### config.mk
export PLATFORM = sky130hd
export DESIGN_NAME = px_ss_ctrl_flat
export DESIGN_NICKNAME = d
export VERILOG_FILES = /design/src/rtl/px_ss_ctrl_if.sv /design/src/rtl/px_ss_ctrl.sv /design/src/flat_wrapper.sv
export SDC_FILE = /design/constraint.sdc
export NUM_CORES = 1
export LEC_CHECK = 0
export CORE_MARGIN = 4
export CORE_UTILIZATION = 40
export CTS_CLUSTER_SIZE = 16
export DETAILED_ROUTE_END_ITERATION = 12
export GPL_TIMING_DRIVEN = 0
export PLACE_DENSITY = 0.63
export SYNTH_ARGS = -nofsm -noshare
export SYNTH_HDL_FRONTEND = slang
export SYNTH_SLANG_ARGS = --single-unit
### constraint.sdc
create_clock -name clk_i -period 6.05 [get_ports clk_i]
set_clock_uncertainty 0.15 [all_clocks]
set_input_delay 0.605 -clock clk_i [delete_from_list [all_inputs] [get_ports clk_i]]
set_output_delay 0.605 -clock clk_i [all_outputs]
set_load 0.1 [all_outputs]
### src/rtl/px_ss_ctrl_if.sv
// px_ss_if: subsampling parameter bundle driven by px_ss_ctrl.
//   master : controller side (drives all fields)
//   slave  : subsampler side (reads all fields)
// All fields are RES_WIDTH bits; zero in every field means pass-through.
interface px_ss_if #(
    parameter int RES_WIDTH = 16
);
    logic [RES_WIDTH-1:0] px_skip_interval;
    logic [RES_WIDTH-1:0] px_to_skip;
    logic [RES_WIDTH-1:0] add_px_skip_interval;
    logic [RES_WIDTH-1:0] ln_skip_interval;
    logic [RES_WIDTH-1:0] ln_to_skip;
    logic [RES_WIDTH-1:0] add_ln_skip_interval;

    modport master (
        output px_skip_interval, px_to_skip, add_px_skip_interval,
        output ln_skip_interval, ln_to_skip, add_ln_skip_interval
    );

    modport slave (
        input px_skip_interval, px_to_skip, add_px_skip_interval,
        input ln_skip_interval, ln_to_skip, add_ln_skip_interval
    );
endinterface

### src/rtl/px_ss_ctrl.sv
// px_ss_ctrl: converts a source/target resolution pair into pixel and line
// subsampling parameters using one shared restoring divider (one quotient
// bit per cycle, RES_WIDTH+1 cycles per division, four divisions per request).
//
// Ports:
//   clk_i, rst_i          clock, synchronous active-high reset
//   cfg_valid_i/ready_o   request handshake; resolutions captured on accept
//   src/dst_res_x/y_i     source and target resolution per axis
//   frame_start_i         frame-start pulse from the subsampler input
//   px_ss_o               committed subsampling parameters (px_ss_if.master)
//   busy_o                division sequence running
//   pending_o             computed set waiting for frame start
//   update_o              one-cycle pulse after px_ss_o changes
//   cfg_err_o             last accepted request was invalid
//
// Build option: define PX_SS_CTRL_FRAME_SYNC_EN to hold results in PEND until
// frame_start_i; otherwise results commit one cycle after computation ends.
module px_ss_ctrl #(
    parameter int RES_WIDTH = 16
) (
    input  logic                 clk_i,
    input  logic                 rst_i,
    input  logic                 cfg_valid_i,
    output logic                 cfg_ready_o,
    input  logic [RES_WIDTH-1:0] src_res_x_i,
    input  logic [RES_WIDTH-1:0] dst_res_x_i,
    input  logic [RES_WIDTH-1:0] src_res_y_i,
    input  logic [RES_WIDTH-1:0] dst_res_y_i,
    input  logic                 frame_start_i,
    px_ss_if.master              px_ss_o,
    output logic                 busy_o,
    output logic                 pending_o,
    output logic                 update_o,
    output logic                 cfg_err_o
);

    localparam int W  = RES_WIDTH;
    localparam int CW = $clog2(W + 1);

    typedef logic [W:0] wide_t;

    typedef enum logic [2:0] {
        IDLE, CALC_X0, CALC_X1, CALC_Y0, CALC_Y1, PEND
    } state_t;

    // Per-axis classification. For both reduction modes the first divisor
    // equals the second dividend (drop for 2D>=S, D otherwise).
    typedef struct packed {
        logic  eq;
        logic  inv;
        logic  big;
        wide_t div1;
        wide_t div2;
    } axis_t;

    function automatic axis_t classify(input logic [W-1:0] s, input logic [W-1:0] d);
        axis_t a;
        wide_t sw;
        wide_t dw;
        sw     = {1'b0, s};
        dw     = {1'b0, d};
        a.eq   = (dw == sw);
        a.inv  = !a.eq && ((dw == '0) || (dw > sw));
        a.big  = ({d, 1'b0} >= sw);
        a.div2 = a.big ? (sw - dw) : dw;
        // Degenerate axes still run both divisions; divide by 1 to stay defined.
        a.div1 = (a.eq || a.inv) ? wide_t'(1) : a.div2;
        return a;
    endfunction

    state_t state, next_state;

    axis_t          x_cls, y_cls;
    logic [W-1:0]   y_src;
    logic           err;
    logic           rz;

    wide_t          div_rem, div_quo, div_dvs;
    logic [CW-1:0]  div_cnt;
    wide_t          rem_sh, rem_nx, quo_nx;
    logic           ge, last;

    logic [W-1:0]   st_pi, st_pt, st_pa, st_li, st_lt, st_la;

    logic           accept;
    logic           commit;
    logic           commit_q;
    axis_t          in_x_cls, in_y_cls;

    assign accept   = cfg_valid_i && cfg_ready_o;
    assign in_x_cls = classify(src_res_x_i, dst_res_x_i);
    assign in_y_cls = classify(src_res_y_i, dst_res_y_i);

    // Restoring divider step.
    always_comb begin
        rem_sh = {div_rem[W-1:0], div_quo[W]};
        ge     = (rem_sh >= div_dvs);
        rem_nx = ge ? (rem_sh - div_dvs) : rem_sh;
        quo_nx = {div_quo[W-1:0], ge};
        last   = (div_cnt == CW'(W));
    end

`ifdef PX_SS_CTRL_FRAME_SYNC_EN
    assign commit = (state == PEND) && frame_start_i;
`else
    logic unused_frame_start;
    assign unused_frame_start = frame_start_i;
    assign commit = commit_q;
`endif

    always_ff @(posedge clk_i) begin
        if (rst_i) state <= IDLE;
        else       state <= next_state;
    end

    always_comb begin
        next_state  = state;
        cfg_ready_o = 1'b0;
        busy_o      = 1'b0;
        pending_o   = 1'b0;
        case (state)
            IDLE: begin
                cfg_ready_o = !rst_i;
                if (accept) next_state = CALC_X0;
            end
            CALC_X0: begin
                busy_o = 1'b1;
                if (last) next_state = CALC_X1;
            end
            CALC_X1: begin
                busy_o = 1'b1;
                if (last) next_state = CALC_Y0;
            end
            CALC_Y0: begin
                busy_o = 1'b1;
                if (last) next_state = CALC_Y1;
            end
            CALC_Y1: begin
                busy_o = 1'b1;
                if (last) begin
`ifdef PX_SS_CTRL_FRAME_SYNC_EN
                    next_state = err ? IDLE : PEND;
`else
                    next_state = IDLE;
`endif
                end
            end
            PEND: begin
                cfg_ready_o = !rst_i;
`ifdef PX_SS_CTRL_FRAME_SYNC_EN
                pending_o   = 1'b1;
`endif
                // A coincident frame start commits the old set; the new request still wins the state.
                if (accept)             next_state = CALC_X0;
                else if (frame_start_i) next_state = IDLE;
            end
            default: next_state = IDLE;
        endcase
    end

    always_ff @(posedge clk_i) begin
        if (rst_i) begin
            px_ss_o.px_skip_interval     <= '0;
            px_ss_o.px_to_skip           <= '0;
            px_ss_o.add_px_skip_interval <= '0;
            px_ss_o.ln_skip_interval     <= '0;
            px_ss_o.ln_to_skip           <= '0;
            px_ss_o.add_ln_skip_interval <= '0;
            update_o <= 1'b0;
            cfg_err_o <= 1'b0;
            commit_q <= 1'b0;
            div_cnt  <= '0;
        end else begin
            update_o <= 1'b0;
            commit_q <= (state == CALC_Y1) && last && !err;

            if (commit) begin
                px_ss_o.px_skip_interval     <= st_pi;
                px_ss_o.px_to_skip           <= st_pt;
                px_ss_o.add_px_skip_interval <= st_pa;
                px_ss_o.ln_skip_interval     <= st_li;
                px_ss_o.ln_to_skip           <= st_lt;
                px_ss_o.add_ln_skip_interval <= st_la;
                update_o <= 1'b1;
            end

            if (accept) begin
                x_cls     <= in_x_cls;
                y_cls     <= in_y_cls;
                y_src     <= src_res_y_i;
                err       <= in_x_cls.inv || in_y_cls.inv;
                cfg_err_o <= 1'b0;
                div_quo   <= {1'b0, src_res_x_i};
                div_dvs   <= in_x_cls.div1;
                div_rem   <= '0;
                div_cnt   <= '0;
            end else if (busy_o) begin
                div_rem <= rem_nx;
                div_quo <= quo_nx;
                div_cnt <= div_cnt + 1'b1;
                if (last) begin
                    div_cnt <= '0;
                    div_rem <= '0;
                    case (state)
                        CALC_X0: begin
                            st_pi   <= x_cls.eq ? '0 : quo_nx[W-1:0];
                            st_pt   <= x_cls.eq ? '0 : (x_cls.big ? W'(1) : quo_nx[W-1:0] - W'(1));
                            rz      <= (rem_nx == '0);
                            div_quo <= x_cls.div2;
                            div_dvs <= (rem_nx == '0) ? wide_t'(1) : rem_nx;
                        end
                        CALC_X1: begin
                            st_pa   <= (x_cls.eq || rz) ? '0 : quo_nx[W-1:0];
                            div_quo <= {1'b0, y_src};
                            div_dvs <= y_cls.div1;
                        end
                        CALC_Y0: begin
                            st_li   <= y_cls.eq ? '0 : quo_nx[W-1:0];
                            st_lt   <= y_cls.eq ? '0 : (y_cls.big ? W'(1) : quo_nx[W-1:0] - W'(1));
                            rz      <= (rem_nx == '0);
                            div_quo <= y_cls.div2;
                            div_dvs <= (rem_nx == '0) ? wide_t'(1) : rem_nx;
                        end
                        CALC_Y1: begin
                            st_la <= (y_cls.eq || rz) ? '0 : quo_nx[W-1:0];
                            if (err) cfg_err_o <= 1'b1;
                        end
                        default: ;
                    endcase
                end
            end
        end
    end

endmodule

### src/flat_wrapper.sv
// flat-port wrapper written by rule: the top's interface ports become plain ports
module px_ss_ctrl_flat 
#(
    parameter int RES_WIDTH = 16
)
  (clk_i, rst_i, cfg_valid_i, cfg_ready_o, src_res_x_i, dst_res_x_i, src_res_y_i, dst_res_y_i, frame_start_i, busy_o, pending_o, update_o, cfg_err_o, px_ss_o_px_skip_interval, px_ss_o_px_to_skip, px_ss_o_add_px_skip_interval, px_ss_o_ln_skip_interval, px_ss_o_ln_to_skip, px_ss_o_add_ln_skip_interval);
  px_ss_if #(.RES_WIDTH(RES_WIDTH)) px_ss_o_i ();
  input  logic clk_i;
  input  logic rst_i;
  input  logic cfg_valid_i;
  output logic cfg_ready_o;
  input  logic [RES_WIDTH-1:0] src_res_x_i;
  input  logic [RES_WIDTH-1:0] dst_res_x_i;
  input  logic [RES_WIDTH-1:0] src_res_y_i;
  input  logic [RES_WIDTH-1:0] dst_res_y_i;
  input  logic frame_start_i;
  output logic busy_o;
  output logic pending_o;
  output logic update_o;
  output logic cfg_err_o;
  output wire logic [$bits(px_ss_o_i.px_skip_interval)-1:0] px_ss_o_px_skip_interval;
  output wire logic [$bits(px_ss_o_i.px_to_skip)-1:0] px_ss_o_px_to_skip;
  output wire logic [$bits(px_ss_o_i.add_px_skip_interval)-1:0] px_ss_o_add_px_skip_interval;
  output wire logic [$bits(px_ss_o_i.ln_skip_interval)-1:0] px_ss_o_ln_skip_interval;
  output wire logic [$bits(px_ss_o_i.ln_to_skip)-1:0] px_ss_o_ln_to_skip;
  output wire logic [$bits(px_ss_o_i.add_ln_skip_interval)-1:0] px_ss_o_add_ln_skip_interval;
  assign px_ss_o_px_skip_interval = px_ss_o_i.px_skip_interval;
  assign px_ss_o_px_to_skip = px_ss_o_i.px_to_skip;
  assign px_ss_o_add_px_skip_interval = px_ss_o_i.add_px_skip_interval;
  assign px_ss_o_ln_skip_interval = px_ss_o_i.ln_skip_interval;
  assign px_ss_o_ln_to_skip = px_ss_o_i.ln_to_skip;
  assign px_ss_o_add_ln_skip_interval = px_ss_o_i.add_ln_skip_interval;
  px_ss_ctrl #(.RES_WIDTH(RES_WIDTH)) u_core (.clk_i(clk_i), .rst_i(rst_i), .cfg_valid_i(cfg_valid_i), .cfg_ready_o(cfg_ready_o), .src_res_x_i(src_res_x_i), .dst_res_x_i(dst_res_x_i), .src_res_y_i(src_res_y_i), .dst_res_y_i(dst_res_y_i), .frame_start_i(frame_start_i), .px_ss_o(px_ss_o_i), .busy_o(busy_o), .pending_o(pending_o), .update_o(update_o), .cfg_err_o(cfg_err_o));
endmodule
==> impl_metrics.env <==
export IMPL_outcome="complete, no violations"
export IMPL_dp_cells=2298
export IMPL_die_area_mm2=0.0454
export IMPL_finalPower_mw=5.87
export IMPL_period_needed_ns=3.97
export IMPL_grt_overflow=0
export IMPL_grt_pass1_vias=12600
export IMPL_synth_commonest_cells="nor2_1 (226), edfxtp_1 (219), mux2i_1 (114)"
export IMPL_critPathBufInv=3
export IMPL_synthFlopType="edfxtp_1"
export IMPL_fillers=3799
export IMPL_critPathTopFamily="buffers and inverters"
export IMPL_max_stage_delay_ns=1.10
export IMPL_period_share_pct=65.6
export IMPL_cp_start_kind="flip-flop"
export IMPL_yosysUniqueCellTypes=78
export IMPL_rsz0062_at_grt="no"
export IMPL_chipHeight_um=213
export IMPL_leakage_nw=7.49
export IMPL_final_nets=1958
export IMPL_ys_ff_latch=326
export IMPL_viasPerCell=5.37
export IMPL_holdPathStages=1
export IMPL_critPathKind="flip-flop to primary output"
export IMPL_synth_seq_area_share_pct=51.9
export IMPL_yosysTopAreaCell="edfxtp_1"
export IMPL_grt_busiest_layer="met2"
export IMPL_ios=169
export IMPL_post_cts_resized=0
export IMPL_worst_slew_pin_slew_ns=1.29
export IMPL_io_buffer_count=167
export IMPL_gp_congestion=0.890
export IMPL_grt_antenna_before_repair=1
export IMPL_cts_setup_buffers=0
export IMPL_grt_use_met3_pct=3.03
export IMPL_crit_chain="clkbuf_1, nor2_1, xor2_1, inv_1, clkdlybuf4s50_1"
export IMPL_yosys_warnings=0
export IMPL_die_w_um=213
export IMPL_ant_nets=0
export IMPL_ir_worst_vdd_uv=172
export IMPL_grt_pass1_wl_mm=72.7
export IMPL_synth_edf_count=219
export IMPL_use_met2_pct=34.3
export IMPL_hold_buffers=0
export IMPL_setup_violations_final=0
export IMPL_hold_viol=0
export IMPL_root_buffer="clkbuf_16"
export IMPL_crit_slowest_cell="clkdlybuf4s50_1"
export IMPL_synth_cells=1590
export IMPL_synth_nets=1743
export IMPL_grtUsageTotal_pct=20.6
export IMPL_cp_data_required_time_ns=5.29
export IMPL_post_drt_wl_per_cell_um=20.2
export IMPL_max_cap_viol_count=0
export IMPL_synth_area_per_cell_um2=10.6
export IMPL_num_rows=74
export IMPL_final_area_mm2=0.0204
export IMPL_grt_max_degree=44
export IMPL_start_util_pct=40.8
export IMPL_remaining_drc_errors=0
export IMPL_detail_route_wirelength_mm=47.7
export IMPL_insertion_delay_ns=0.54
export IMPL_path_clk_slew_ns=0.06
export IMPL_cts_sinks=326
export IMPL_dr_pass1_iters=7
export IMPL_r2r_cells=12
export IMPL_synth_top_cell_area_share_pct=39.1
export IMPL_hp_class="flip-flop to flip-flop"
export IMPL_critPathCaptureType="primary output"
export IMPL_hpwl_mm=36.8
export IMPL_async_reset_ff_share_pct=0
export IMPL_clk_path_buf_depth=3
export IMPL_fmax_mhz=252
export IMPL_dpl_cell_area_mm2=0.0193
export IMPL_met1_usage_pct=28.5
export IMPL_path_depth=5
export IMPL_synth_area_leaders="edfxtp_1 (39%), dfxtp_1 (13%), mux2i_1 (6.8%)"
export IMPL_areaGrowthSynthToFinish_pct=21.4
export IMPL_synth_most_common_cell="nor2_1"
export IMPL_drt_iter0_markers=964
export IMPL_drv_slew=0
export IMPL_synth_cell_area_mm2=0.0168
export IMPL_power_density_mw_per_mm2=288
export IMPL_cp_arrival_ns=3.21
export IMPL_cts_made_buffers=37
export IMPL_cts_tree="yes"
export IMPL_fin_cells=2367
export IMPL_relSlewSlack_pct=13.4
export IMPL_core_area_mm2=0.0412
export IMPL_cts_max_level=2
export IMPL_dr_total_vias=12700
export IMPL_crit_fanout=10
export IMPL_drive_gt1_share_pct=6.66
## final timing paths
| kind | startpoint | to | slack [ns] |
|---|---|---|---|
| setup / recovery | u_core.state[1] | busy_o | 2.08 |
| hold / removal | u_core.err | u_core.commit | 0.30 |
| setup reg to reg | u_core.div_rem[10] | u_core.st_pt[10] | 2.20 |
| hold reg to reg | u_core.err | u_core.commit | 0.30 |
## flip-flops by register name (all words and copies together) (netlist names), 3 cells and up
| register | cells |
|---|---|
| u_core.st_li | 16 |
| u_core.st_pt | 16 |
| u_core.st_lt | 16 |
| u_core.px_ss_o.add_px_skip_interval | 16 |
| u_core.div_rem | 16 |
| u_core.y_cls | 36 |
| u_core.st_la | 16 |
| u_core.px_ss_o.px_to_skip | 16 |
| u_core.y_src | 16 |
| u_core.st_pi | 16 |
| u_core.px_ss_o.ln_to_skip | 16 |
| u_core.px_ss_o.ln_skip_interval | 16 |
| u_core.px_ss_o.px_skip_interval | 16 |
| u_core.x_cls | 19 |
| u_core.state | 3 |
| u_core.div_quo | 17 |
| u_core.div_dvs | 17 |
| u_core.st_pa | 16 |
| u_core.div_cnt | 5 |
| u_core.px_ss_o.add_ln_skip_interval | 16 |
## power breakdown
group / switching [mW] / internal (mW)
clock: 0.896 / 1.17
sequential: 0.0632 / 2.52
combinational: 0.763 / 0.455
total: 1.72 / 4.15
## through the flow
stage	setup WS (ns)	hold slack [ns]	util, %	TNS (ns)
2_1_floorplan	0.228	0.267	-	0
3_3_place_gp	-1.62	0.286	46.5	-51.75
3_5_place_dp	1.69	0.289	46.8	0
4_1_cts	2.09	0.295	49.5	0
5_1_grt	1.92	0.305	49.5	0
6_report	2.08	0.295	49.5	0
## layout by cell type (no fill, tap or decap), types with 7 or more instances in the layout
master | netlist | layout
clkdlybuf4s50_1 | 0 | 167
nand3_1 | 17 | 17
xnor2_1 | 23 | 23
mux2_2 | 18 | 18
a22oi_1 | 17 | 17
edfxtp_1 | 219 | 219
dfxtp_1 | 107 | 107
nor3b_1 | 18 | 18
clkbuf_16 | 0 | 37
a31oi_1 | 7 | 7
ha_1 | 82 | 82
and3_1 | 11 | 11
nor2_1 | 226 | 226
nor2b_1 | 44 | 44
xor2_1 | 19 | 19
or2_2 | 7 | 7
nand2b_1 | 15 | 15
buf_2 | 6 | 7
nand4_1 | 10 | 10
a21oi_1 | 67 | 66
nor4_1 | 18 | 15
a22o_1 | 11 | 11
nand2_1 | 67 | 67
o211ai_1 | 9 | 9
or4_1 | 7 | 7
clkbuf_1 | 57 | 68
buf_1 | 11 | 10
and2_1 | 33 | 32
a21o_1 | 16 | 16
o21a_1 | 11 | 11
mux2i_1 | 114 | 114
o21ai_0 | 84 | 84
nor3_1 | 30 | 30
buf_4 | 1 | 8
inv_1 | 102 | 102
## layout make-up
type / instances / area, um2 / share of cell area, %
plain buffers: 80 / 359 / 1.76
well taps: 532 / 666 / 3.26
inverters: 103 / 387 / 1.90
clock inverters: 16 / 109 / 0.534
diodes: 2 / 5.00 / 0.0245
flip-flops and latches: 326 / 8720 / 42.7
multi-input cells: 1081 / 7380 / 36.2
clock buffers: 51 / 1000 / 4.90
repair buffers: 176 / 1770 / 8.69
## per-layer routing
metal  up-vias  wire [um]
li1       6157          -
met1      6113      21500
met2       378      22500
met3        61       2580
met4         0       1060
met5         -          0
## cell families (layout without fill, tap and decap cells)
kind of cell / after synthesis / count (layout) / synth area share [%]
AO/OA/AOI/OAI: 291 / 291 / 11.4
XOR/XNOR: 42 / 42 / 2.19
adder cells (fa/ha/maj): 85 / 85 / 6.46
buffers and inverters: 183 / 426 / 4.43
flip-flops: 326 / 326 / 51.9
multiplexers: 132 / 132 / 7.99
other: 1 / 3 / 0.0223
AND/OR/NAND/NOR: 530 / 530 / 15.6
(Power assumes the default switching activity.)
